[config.mk]
export PLATFORM = sky130hd
export DESIGN_NAME = rotary_input_conditioner_flat
export DESIGN_NICKNAME = d
export VERILOG_FILES = /design/src/rtl/rotary_input_conditioner_if.sv /design/src/rtl/rotary_input_conditioner.sv /design/src/flat_wrapper.sv
export SDC_FILE = /design/constraint.sdc
export NUM_CORES = 1
export LEC_CHECK = 0
export BUFFER_PORTS_ARGS = -buffer_cell sky130_fd_sc_hd__buf_2
export CORE_UTILIZATION = 52
export DETAILED_ROUTE_END_ITERATION = 8
export PLACE_DENSITY = 0.7
export SETUP_SLACK_MARGIN = 0.3
export SYNTH_ARGS = -nofsm -noshare
export SYNTH_HDL_FRONTEND = slang
export SYNTH_SLANG_ARGS = --single-unit
[constraint.sdc]
create_clock -name clk -period 2.01 [get_ports clk]
set_input_delay 0.201 -clock clk [delete_from_list [all_inputs] [get_ports clk]]
set_output_delay 0.201 -clock clk [all_outputs]
set_load 0.005 [all_outputs]
[src/rtl/rotary_input_conditioner_if.sv]
// Pin-side bundle for rotary_input_conditioner: raw encoder/switch pins in, conditioned levels and strobes out.
interface rotary_input_conditioner_if;
    logic rotary_clk_raw;
    logic rotary_dt_raw;
    logic push_raw;
    logic rotary_clk_clean;
    logic rotary_dt_clean;
    logic push_level;
    logic push_pulse;
    logic release_pulse;
    logic long_press_pulse;

    modport master (
        output rotary_clk_raw,
        output rotary_dt_raw,
        output push_raw,
        input  rotary_clk_clean,
        input  rotary_dt_clean,
        input  push_level,
        input  push_pulse,
        input  release_pulse,
        input  long_press_pulse
    );

    modport slave (
        input  rotary_clk_raw,
        input  rotary_dt_raw,
        input  push_raw,
        output rotary_clk_clean,
        output rotary_dt_clean,
        output push_level,
        output push_pulse,
        output release_pulse,
        output long_press_pulse
    );
endinterface

[src/rtl/rotary_input_conditioner.sv]
// Synchronises and debounces encoder CLK/DT and the push switch; emits press/release strobes.
// Optional long-press detector is enabled by defining ROTARY_LONG_PRESS_EN.
module rotary_input_conditioner #(
    parameter int DEBOUNCE_CYCLES   = 5000,
    parameter int LONG_PRESS_CYCLES = 10000000,
    parameter int PUSH_ACTIVE_LOW   = 1
) (
    input  logic                        clk,
    input  logic                        res,
    rotary_input_conditioner_if.slave   bus
);
    localparam int          CW         = $clog2(DEBOUNCE_CYCLES + 1);
    localparam logic [CW-1:0] CNT_LAST = CW'(DEBOUNCE_CYCLES - 1);
    localparam logic        PUSH_INV   = (PUSH_ACTIVE_LOW != 0);
    // Channel order: [0] CLK, [1] DT, [2] push. Push stage idles at its unpressed raw level.
    localparam logic [2:0]  SYNC_RST   = {PUSH_INV, 1'b1, 1'b1};
    localparam logic [2:0]  CLEAN_RST  = 3'b011;

    logic [2:0]    r_sync1;
    logic [2:0]    r_sync2;
    logic [2:0]    r_clean;
    logic [CW-1:0] r_cnt [3];
    logic          r_push_pulse;
    logic          r_release_pulse;

    logic [2:0]    w_synced;
    logic [2:0]    w_expire;
    logic          w_push_rise;
    logic          w_push_fall;

    always_comb begin
        w_synced = {r_sync2[2] ^ PUSH_INV, r_sync2[1:0]};
        w_expire = '0;
        for (int unsigned ch = 0; ch < 3; ch++) begin
            w_expire[ch] = (w_synced[ch] != r_clean[ch]) && (r_cnt[ch] == CNT_LAST);
        end
        w_push_rise = w_expire[2] & w_synced[2];
        w_push_fall = w_expire[2] & ~w_synced[2];
    end

    always_ff @(posedge clk) begin
        if (res) begin
            r_sync1         <= SYNC_RST;
            r_sync2         <= SYNC_RST;
            r_clean         <= CLEAN_RST;
            r_push_pulse    <= 1'b0;
            r_release_pulse <= 1'b0;
            for (int unsigned ch = 0; ch < 3; ch++) begin
                r_cnt[ch] <= '0;
            end
        end else begin
            r_sync1 <= {bus.push_raw, bus.rotary_dt_raw, bus.rotary_clk_raw};
            r_sync2 <= r_sync1;
            // Any agreement with the clean level restarts the count, so bounces never accumulate.
            for (int unsigned ch = 0; ch < 3; ch++) begin
                if (w_synced[ch] == r_clean[ch]) begin
                    r_cnt[ch] <= '0;
                end else if (w_expire[ch]) begin
                    r_clean[ch] <= w_synced[ch];
                    r_cnt[ch]   <= '0;
                end else begin
                    r_cnt[ch] <= r_cnt[ch] + CW'(1);
                end
            end
            r_push_pulse    <= w_push_rise;
            r_release_pulse <= w_push_fall;
        end
    end

`ifdef ROTARY_LONG_PRESS_EN
    localparam int          HW        = $clog2(LONG_PRESS_CYCLES + 1);
    localparam logic [HW-1:0] HOLD_LAST = HW'(LONG_PRESS_CYCLES - 1);
    localparam logic [HW-1:0] HOLD_MAX  = HW'(LONG_PRESS_CYCLES);

    logic [HW-1:0] r_hold;
    logic          r_long_pulse;

    // Saturating past HOLD_LAST guarantees a single strobe per press.
    always_ff @(posedge clk) begin
        if (res || !r_clean[2]) begin
            r_hold       <= '0;
            r_long_pulse <= 1'b0;
        end else begin
            if (r_hold != HOLD_MAX) begin
                r_hold <= r_hold + HW'(1);
            end
            r_long_pulse <= (r_hold == HOLD_LAST);
        end
    end

    assign bus.long_press_pulse = r_long_pulse;
`else
    assign bus.long_press_pulse = 1'b0;
`endif

    assign bus.rotary_clk_clean = r_clean[0];
    assign bus.rotary_dt_clean  = r_clean[1];
    assign bus.push_level       = r_clean[2];
    assign bus.push_pulse       = r_push_pulse;
    assign bus.release_pulse    = r_release_pulse;
endmodule

[src/flat_wrapper.sv]
// flat-port wrapper written by rule: the top's interface ports become plain ports
module rotary_input_conditioner_flat 
#(
    parameter int DEBOUNCE_CYCLES   = 5000,
    parameter int LONG_PRESS_CYCLES = 10000000,
    parameter int PUSH_ACTIVE_LOW   = 1
)
  (clk, res, bus_rotary_clk_raw, bus_rotary_dt_raw, bus_push_raw, bus_rotary_clk_clean, bus_rotary_dt_clean, bus_push_level, bus_push_pulse, bus_release_pulse, bus_long_press_pulse);
  rotary_input_conditioner_if bus_i ();
  input  logic clk;
  input  logic res;
  input wire logic [$bits(bus_i.rotary_clk_raw)-1:0] bus_rotary_clk_raw;
  input wire logic [$bits(bus_i.rotary_dt_raw)-1:0] bus_rotary_dt_raw;
  input wire logic [$bits(bus_i.push_raw)-1:0] bus_push_raw;
  output wire logic [$bits(bus_i.rotary_clk_clean)-1:0] bus_rotary_clk_clean;
  output wire logic [$bits(bus_i.rotary_dt_clean)-1:0] bus_rotary_dt_clean;
  output wire logic [$bits(bus_i.push_level)-1:0] bus_push_level;
  output wire logic [$bits(bus_i.push_pulse)-1:0] bus_push_pulse;
  output wire logic [$bits(bus_i.release_pulse)-1:0] bus_release_pulse;
  output wire logic [$bits(bus_i.long_press_pulse)-1:0] bus_long_press_pulse;
  assign bus_i.rotary_clk_raw = bus_rotary_clk_raw;
  assign bus_i.rotary_dt_raw = bus_rotary_dt_raw;
  assign bus_i.push_raw = bus_push_raw;
  assign bus_rotary_clk_clean = bus_i.rotary_clk_clean;
  assign bus_rotary_dt_clean = bus_i.rotary_dt_clean;
  assign bus_push_level = bus_i.push_level;
  assign bus_push_pulse = bus_i.push_pulse;
  assign bus_release_pulse = bus_i.release_pulse;
  assign bus_long_press_pulse = bus_i.long_press_pulse;
  rotary_input_conditioner #(.DEBOUNCE_CYCLES(DEBOUNCE_CYCLES), .LONG_PRESS_CYCLES(LONG_PRESS_CYCLES), .PUSH_ACTIVE_LOW(PUSH_ACTIVE_LOW)) u_core (.clk(clk), .res(res), .bus(bus_i));
endmodule
After elaboration in Yosys (flattened, before gate mapping). Memories as Yosys holds them, arrays and structs flattened. Cells that the tools add are included.

Word-level logic and storage cells: 85. Memories kept: 1. ROM bits: 0. Bits in writable memories: 39. Register bits after elaboration: 11. Latch bits: 0.

Bitwise logic cells: 15. Mux-type cells: 44. Shift operators: 0. Add/sub/neg operators: 3. $mul: 0. Magnitude comparators: 0. Divide/modulo/power cells: 0. Reductions and logical operators: 6. Eq/ne operators: 9.

Memories: u_core.r_cnt (words 3, width 13, rd ports 3, clocked after memory_dff 0, write ports 3, line rotary_input_conditioner.sv:22) `logic [CW-1:0] r_cnt [3];`.

Operator list (number): two-way mux 13 bit (9); adder 13 x 1 -> 13 bit (second input constant) (3); equality test 13 bit (second input constant) (3); two-way mux 1 bit (35); OR 1 bit (9); AND reduction 2 bit (3); NOT 1 bit (4); equality test 1 bit (3); logical AND 1 bit (3); != test 1 bit (3); bitwise AND 1 bit (2).

Logic depth before layout (Yosys ltp). Gate-level depths: netlist (run 1).

Depth after elaboration: 9. Mapped depth: 6. Mapped depth without buffers: 5.

Worst setup path after synthesis (run 1). No wires, ideal clock.

Path type: reg-to-reg. Start: memory u_core.r_cnt[2][10] (netlist bit). End: memory u_core.r_cnt[2][8] (netlist bit) (data pin). Data required time: 1756 ps. Slack: -13 ps. Arrival time: 1768 ps. Cell stages (with the launch flop): 6. Buffers on the path: 1. Cell sequence: edfxtp_1 > or4b_1 > or4_4 > nand2_1 > buf_4 > nor2_1.

RTL lines (line): start: declaration (rotary_input_conditioner.sv:22).

==> results of run 1 <==
final timing paths:
path / end / cells after the start / slack, ps / start
worst min-delay path: u_core.r_sync1[0] / 2 / 80 / bus_rotary_clk_raw
worst max-delay path: u_core.r_clean[2] / 4 / 110 / u_core.r_cnt[2][11]
worst min register to register: u_core.r_sync2[2] / 1 / 420 / u_core.r_sync1[2]
worst max register to register: u_core.r_clean[2] / 4 / 110 / u_core.r_cnt[2][11]
stage by stage:
step,power [mW],hold slack (ps),instances,util [%]
6_report,1.882,83.99,344,67.77
5_1_grt,1.972,61.95,344,67.77
4_1_cts,1.894,63.71,337,64.94
3_5_place_dp,1.305,388.7,325,61.48
3_3_place_gp,1.302,385.2,325,61.48
2_1_floorplan,1.277,304.8,261,-
Yosys cell counts:
cell type,count,area [sq um]
inv_1,5,18.77
and3_2,1,7.510
nor4_1,2,12.51
or4b_1,3,30.03
nor2b_1,1,6.260
a211o_1,2,17.52
or4_4,1,11.26
nand4_1,8,50.05
and3_1,3,18.77
or2_2,7,43.79
clkbuf_1,1,3.750
nand2_1,13,48.80
nand3_1,12,60.06
conb_1,2,7.510
xor2_1,7,61.31
ha_1,3,37.54
dfxtp_1,11,220.2
a21oi_1,1,5.000
a21oi_2,1,8.760
or2_1,1,6.260
or4_1,1,7.510
or3_1,4,25.02
nor2_1,48,180.2
nor3_1,14,70.07
buf_4,4,30.03
edfxtp_1,39,1171
xnor2_1,28,245.2
flip-flops by register name (all words and copies together), names as in the netlist:
name	flops
u_core.r_sync2	3
u_core.r_cnt	39
u_core.bus.release_pulse	1
u_core.r_sync1	3
u_core.r_clean	3
u_core.bus.push_pulse	1
routing by layer:
layer | share of wire (%) | vias to the layer above
li1 | - | 880
met1 | 49 | 805
met2 | 49 | 17
met4 | 0.79 | 0
met3 | 2.0 | 2
met5 | 0 | -
power breakdown:
group          internal, mW  switching [mW]  total (mW)
Clock                 0.246           0.328       0.574
Sequential             1.15          0.0327        1.18
Combinational        0.0568          0.0668       0.124
worst max-delay path: cells and delay by family (launching register included):
kind / cells / cell delay [ps]
and+or+nand+nor: 3 / 1290
DFF: 1 / 410
AOI/OAI and AO/OA: 1 / 130
cells by family after synthesis:
| group | count (synthesis) | share of synthesized area [%] |
|---|---|---|
| AND/OR/NAND/NOR | 119 | 24.04 |
| flip-flops | 50 | 57.86 |
| XOR/XNOR | 35 | 12.75 |
| buffers and inverters | 10 | 2.185 |
| AO/OA/AOI/OAI | 4 | 1.301 |
| adder cells (fa/ha/maj) | 3 | 1.561 |
| other | 2 | 0.3123 |
repair_timing:
item                       4_1_cts  5_1_grt
hold endpoints to repair         0        0
setup endpoints to repair       44       44
buffers inserted                 4        5
gates cloned                     0        2
pin swaps                        2        7
resized for setup                5       22
area by class of cell:
type                       instances  area, sq um  area share (%)
clock buffer                       5        68.82           2.300
clock inverter                     3        20.02          0.6692
inverter                           5        18.77          0.6274
multi-input combinational        203         1255           41.95
sequential                        50         1391           46.51
tap                               52        65.06           2.175
timing repair buffer              26        172.7           5.772
==> out/results.tsv, run 1 <==
metric	value	unit
cap_violations	0	
pre_cts_ws	82.02	ps
synth-seq-cells	50	
crit_arrival	2130	ps
htreeDepth	2	
synth.avg_cell_area	10.78	sq um
drt-wirelength-per-cell	12.14	microns
top_usage_layer	met2	
yosysUniqueCellTypes	27	
diodes	0	
grt_max_degree	17	
coreArea	4414	sq um
design_area	2992	sq um
syn-cell-area	2405	sq um
outcome	complete, no violations	
cp_cell_sequence	or4b_1 > or4_4 > or2_1 > a21oi_2	
worstPathRequired	2240	ps
netlist_instances	223	
worstMarginPinSlew	566.9	ps
path_class	register to register	
finalMaxSlewViolations	0	
clockRootBuffer	clkbuf_8	
gp_congestion	0.7648	
grt_pass1_vias	1515	
ys_seq_area_share	57.86	%
cts.hold.buffers_added	0	
synthToLayoutAreaGrowth	24.40	%
dieHeight	70.01	microns
drive_gt1_share	24.66	%
nets	299	
wirelength	4176	microns
cts_buffers	5	
grt_pass1_wl	6803	microns
track_usage	17.76	%
die_w	70.01	microns
path_clk_slew	90	ps
tritoncts	yes	
initial_utilization	54.48	%
fin_crit_sh	94.46	%
fin_worst_skew	5.109	ps
rsz0062_at_grt	yes	
hold_viol_final	0	
slowest_delay	540	ps
end_kind	register	
setup_viol_count_final	0	
setup_ws	111.3	ps
layout_commonest_cell	conb_1	
hpwl	2812	microns
clock_path_buffers	2	
power.density	629.2	nW/um^2
final.min_clock_period	1899	ps
ant_nets	0	
io_pins	11	
tns	0	ps
gr-usage-met2	27.35	%
final_cell_mix	conb_1, edfxtp_1, nor2_1	
std_cell_rows	24	
yosysWarnings	0	
grtUsageMet3	4.185	%
vias	1704	
port_buffers	9	
detail_route.vias_per_cell	4.953	
antenna_found_initial	0	
drt_first_pass_iters	5	
drtIter0Drc	99	
grt-ovfl-total	0	
drc	0	
clk_latency	290	ps
hold_path_class	primary input to register	
clock.fmax	526.7	MHz
cp-start-kind	register	
slowest_stage	or4b_1	
fill_cells	349	
clock_sinks	50	
slew_headroom	62.06	%
grt_use_met1	24.19	%
peakVddDrop	0.3503	mV
dieArea	4901	sq um
cp_max_fo	5	
dpl_cell_area	2714	sq um
leakagePower	1.080	nW
No activity file was read; power rests on OpenSTA's default activity.
==> run 2: changes to the inputs <==
--- a/config.mk
+++ b/config.mk
@@ -6,9 +6,11 @@
 export NUM_CORES = 1
 export LEC_CHECK = 0
 export BUFFER_PORTS_ARGS = -buffer_cell sky130_fd_sc_hd__buf_2
-export CORE_UTILIZATION = 52
+export CELL_PAD_IN_SITES_DETAIL_PLACEMENT = 1
+export CELL_PAD_IN_SITES_GLOBAL_PLACEMENT = 1
+export CORE_UTILIZATION = 44
 export DETAILED_ROUTE_END_ITERATION = 8
-export PLACE_DENSITY = 0.7
+export PLACE_DENSITY = 0.83
 export SETUP_SLACK_MARGIN = 0.3
 export SYNTH_ARGS = -nofsm -noshare
 export SYNTH_HDL_FRONTEND = slang
==> out/results.tsv, run 2 (same netlist as run 1, synthesis figures left out) <==
metric	value	unit	change
rsz0062_at_grt	yes		
die_w	75.93	microns	+8.5%
path_clk_slew	90	ps	about the same
grt-ovfl-total	0		unchanged
std_cell_rows	26		+8.3%
setup_ws	96.64	ps	-14.62 ps
drtIter0Drc	26		-74%
final_cell_mix	conb_1, edfxtp_1, xnor2_1, nor2_1, buf_4		
regMostFlops	u_core.r_cnt		
track_usage	18.58	%	+0.82 points
cts_buffers	5		unchanged
min-delay-start	bus_rotary_clk_raw		
setup_viol_count_final	0		unchanged
clock_sinks	50		unchanged
detail_route.vias_per_cell	4.978		+0.50%
cp_max_fo	5		unchanged
tns	0	ps	unchanged
worstPathRequired	2080	ps	-160 ps
ant_nets	0		unchanged
outcome	complete, no violations		
tritoncts	yes		
hold_viol_final	0		unchanged
dieArea	5765	sq um	+18%
drive_gt1_share	26.01	%	+1.4 points
slew_headroom	50.71	%	-11 points
largest_reg_flops	39		unchanged
startpoint	u_core.r_cnt[1][11]		
port_buffers	9		unchanged
io_pins	11		unchanged
vias	1822		+6.9%
cap_violations	0		unchanged
crit_arrival	1980	ps	-150 ps
final_util	59.19	%	-8.6 points
drt_first_pass_iters	4		-1
final.min_clock_period	1913	ps	+14.62 ps
initial_utilization	46.49	%	-8.0 points
fin_crit_sh	95.19	%	+0.73 points
finalMaxSlewViolations	0		unchanged
clk_latency	300	ps	about the same
r2r_slack	100	ps	about the same
clock_path_buffers	2		unchanged
leakagePower	1.089	nW	+0.80%
diodes	0		unchanged
coreArea	5172	sq um	+17%
r2r-start	u_core.r_cnt[1][11]		
nets	303		+1.3%
cp-start-kind	register		
layout_commonest_cell	conb_1		
hold_path_class	primary input to register		
wirelength	5277	microns	+26%
grt_max_degree	16		-1
drc	0		unchanged
gp_congestion	0.7581		-0.88%
grt_pass1_wl	8466	microns	+24%
dp.cells	342		+5.2%
grt_pass1_vias	1875		+24%
hpwl	3363	microns	+20%
fin_cells	366		+6.4%
antenna_found_initial	0		unchanged
holdWs	74.56	ps	-9.438 ps
clock.fmax	522.6	MHz	-0.76%
drt-wirelength-per-cell	14.42	microns	+19%
peakVddDrop	0.4453	mV	+27%
fin_worst_skew	4.605	ps	-0.5043 ps
power.density	615.1	nW/um^2	-2.2%
dieHeight	75.93	microns	+8.5%
clockRootBuffer	clkbuf_8		
path_class	register to register		
htreeDepth	2		unchanged
worstMarginPinSlew	736.6	ps	+169.7 ps
pre_cts_ws	88.98	ps	+6.964 ps
end_kind	register		
synthToLayoutAreaGrowth	27.32	%	
==> run 2: final timing paths <==
path	cells after the start	to
setup reg to reg	3	u_core.r_cnt[1][1]
setup / recovery	3	u_core.r_cnt[1][1]
hold / removal	2	u_core.r_sync1[0]
hold reg to reg	1	u_core.r_sync2[1]
==> run 2: per-stage QoR <==
step | instance area (sq um) | total power [mW]
final | 3062 | 1.883
after global placement | 2729 | 1.301
after global routing | 3062 | 1.956
after CTS | 2929 | 1.880
after floorplan | 2589 | 1.277
after detailed placement | 2729 | 1.307
==> run 2: critical path, stage by stage (launching register included) <==
cell,delay [ps]
edfxtp_1,410
or4b_1,540
or4_4,530
and3_4,190
==> run 2: power breakdown <==
| part | total, mW | switching, mW | internal [mW] |
|---|---|---|---|
| combinational | 0.137 | 0.0761 | 0.0614 |
| clock | 0.559 | 0.316 | 0.243 |
| sequential | 1.19 | 0.0346 | 1.15 |
==> run 2: final cells by class <==
cell class                 instances  area, sq um
clock inverter                     1        3.754
timing repair buffer              30        202.7
fill                             576         2111
tap                               70        87.58
inverter                           5        18.77
multi-input combinational        203         1281
clock buffer                       7        76.32
sequential                        50         1391
==> run 2: routing by layer <==
metal | global-route usage, % | wire length, microns
met4 | 6.923 | 146
met5 | 0 | 0
met1 | 21.61 | 2242
met2 | 33.45 | 2754
met3 | 3.976 | 134
==> run 2: repair_timing <==
item,in CTS,in global routing
gates resized for setup,10,24
pin swaps,5,3
cloned,1,1
endpoints found under the setup margin,44,44
buffers inserted,8,6
hold buffers,0,0
==> run 3: changes to the inputs <==
==> constraint.sdc (replaced) <==
create_clock -name clk -period 1.6 [get_ports clk]
set_input_delay 0.16 -clock clk [delete_from_list [all_inputs] [get_ports clk]]
set_output_delay 0.16 -clock clk [all_outputs]
set_load 0.005 [all_outputs]
==> out/results.tsv, run 3 (same netlist as run 1, synthesis figures left out) <==
metric	value	unit	change
grt_pass1_wl	10160	microns	+20%
r2r_cells	3		unchanged
worstPathRequired	1670	ps	-410 ps
setup_viol_count_final	44		+44
leakagePower	1.230	nW	+13%
std_cell_rows	26		unchanged
holdPathStages	2		unchanged
clock.fmax	524.3	MHz	+0.32%
finalMaxSlewViolations	0		unchanged
hold_path_class	primary input to register		
dpl_cell_area	3014	sq um	+10%
cp-start-kind	register		
drive_gt1_share	29.91	%	+3.9 points
initial_utilization	46.49	%	unchanged
ant_nets	0		unchanged
design_area	3227	sq um	+5.4%
rsz0062_at_grt	yes		
regMostFlops	u_core.r_cnt		
gp_congestion	0.8331		+9.9%
fin_worst_skew	8.457	ps	+3.852 ps
wirelength	6391	microns	+21%
coreArea	5172	sq um	unchanged
dieHeight	75.93	microns	unchanged
clk_latency	310	ps	about the same
total_power	2.484	mW	+32%
cap_violations	0		unchanged
path_clk_slew	80	ps	about the same
tritoncts	yes		
clock_sinks	50		unchanged
cp_cell_sequence	or4b_4 > or4_4 > and3_4		
peakVddDrop	0.5361	mV	+20%
largest_reg_flops	39		unchanged
drt-wirelength-per-cell	16.35	microns	+13%
drtIter0Drc	89		+240%
whs_endpoint	u_core.r_sync1[0]		
crit_family	simple AND/OR/NAND/NOR gates		
clockRootBuffer	clkbuf_8		
synthToLayoutAreaGrowth	34.18	%	
nets	328		+8.3%
dieArea	5765	sq um	unchanged
r2r_slack	-310	ps	-400 ps
tns	-11430	ps	-11430 ps
hpwl	4147	microns	+23%
dp.cells	380		+11%
drt_first_pass_iters	4		unchanged
vias	1953		+7.2%
setup_ws	-307.3	ps	-404.0 ps
final_cell_mix	buf_4, conb_1, nor2_1, edfxtp_1, xnor2_1		
slowest_stage	or4b_4		
clock_path_buffers	2		unchanged
slowest_delay	550	ps	about the same
fin_crit_sh	119.2	%	+24 points
failed_checks	setup timing		
cts.hold.buffers_added	0		unchanged
reg2reg_to	u_core.r_cnt[1][1]		
crit_arrival	1980	ps	about the same
grt-ovfl-total	0		unchanged
grt_max_degree	16		unchanged
fill_cells	581		+0.87%
cp_max_fo	4		-1
detail_route.vias_per_cell	4.995		+0.34%
final.min_clock_period	1907	ps	-6.043 ps
htreeDepth	2		unchanged
min-delay-start	bus_rotary_clk_raw		
r2r-start	u_core.r_cnt[1][11]		
power.density	769.7	nW/um^2	+25%
outcome	complete, but fails checks		
path_buf_inv	0		unchanged
die_w	75.93	microns	unchanged
diodes	0		unchanged
cts_buffers	5		unchanged
antenna_found_initial	0		unchanged
port_buffers	9		unchanged
grt_pass1_vias	2113		+13%
path_class	register to register		
track_usage	23.16	%	+4.6 points
end_kind	register		
fin_cells	391		+6.8%
hold_viol_final	0		unchanged
drc	0		unchanged
layout_commonest_cell	buf_4		
io_pins	11		unchanged
[run 3: cell type report]
| cell class | instances | area, sq um | area share [%] |
|---|---|---|---|
| clock buffer | 6 | 82.58 | 2.559 |
| clock inverter | 2 | 12.51 | 0.3877 |
| inverter | 5 | 18.77 | 0.5816 |
| multi-input combinational | 202 | 1232 | 38.19 |
| sequential | 50 | 1391 | 43.12 |
| tap | 70 | 87.58 | 2.714 |
| timing repair buffer | 56 | 401.6 | 12.45 |
[run 3: power by group]
group          total (mW)  switching (mW)  internal (mW)
logic               0.221           0.119          0.102
registers            1.48          0.0304           1.45
clock network       0.785           0.437          0.348
[run 3: metal layers]
metal  routed length [microns]  GRT usage (%)
met5                         0              0
met1                      2620          25.35
met2                      3349          42.45
met3                       158          4.458
met4                       263          11.73
[run 3: worst max-delay path by stage]
stage | start | to | slack, ps | cells past startpoint
3_5_place_dp | u_core.r_cnt[1][11] | u_core.r_cnt[1][2] | -300 | 4
5_1_grt | u_core.r_cnt[1][11] | u_core.r_cnt[1][8] | -330 | 4
4_1_cts | u_core.r_cnt[2][5] | u_core.r_cnt[2][12] | -300 | 4
6_report | u_core.r_cnt[1][11] | u_core.r_cnt[1][1] | -310 | 3
3_3_place_gp | u_core.r_cnt[2][5] | u_core.r_cnt[2][12] | -230 | 4
2_1_floorplan | u_core.r_cnt[2][11] | u_core.r_cnt[2][8] | -270 | 5
[run 3: timing repair]
| item | CTS | global route |
|---|---|---|
| pin swaps | 1 | 3 |
| buffers inserted | 1 | 1 |
| gates cloned | 1 | 0 |
| endpoints found under the setup margin | 44 | 44 |
| resized for setup | 10 | 13 |
[run 3: through the flow]
stage | setup slack, ps | util, % | hold slack, ps
after global routing | -334.9 | 62.39 | 21.12
after global placement | -230.0 | 58.27 | 343.8
after detailed placement | -296.7 | 58.27 | 346.6
after floorplan | -269.6 | - | 263.8
final | -307.3 | 62.39 | 32.93
after CTS | -304.6 | 61.32 | 18.85
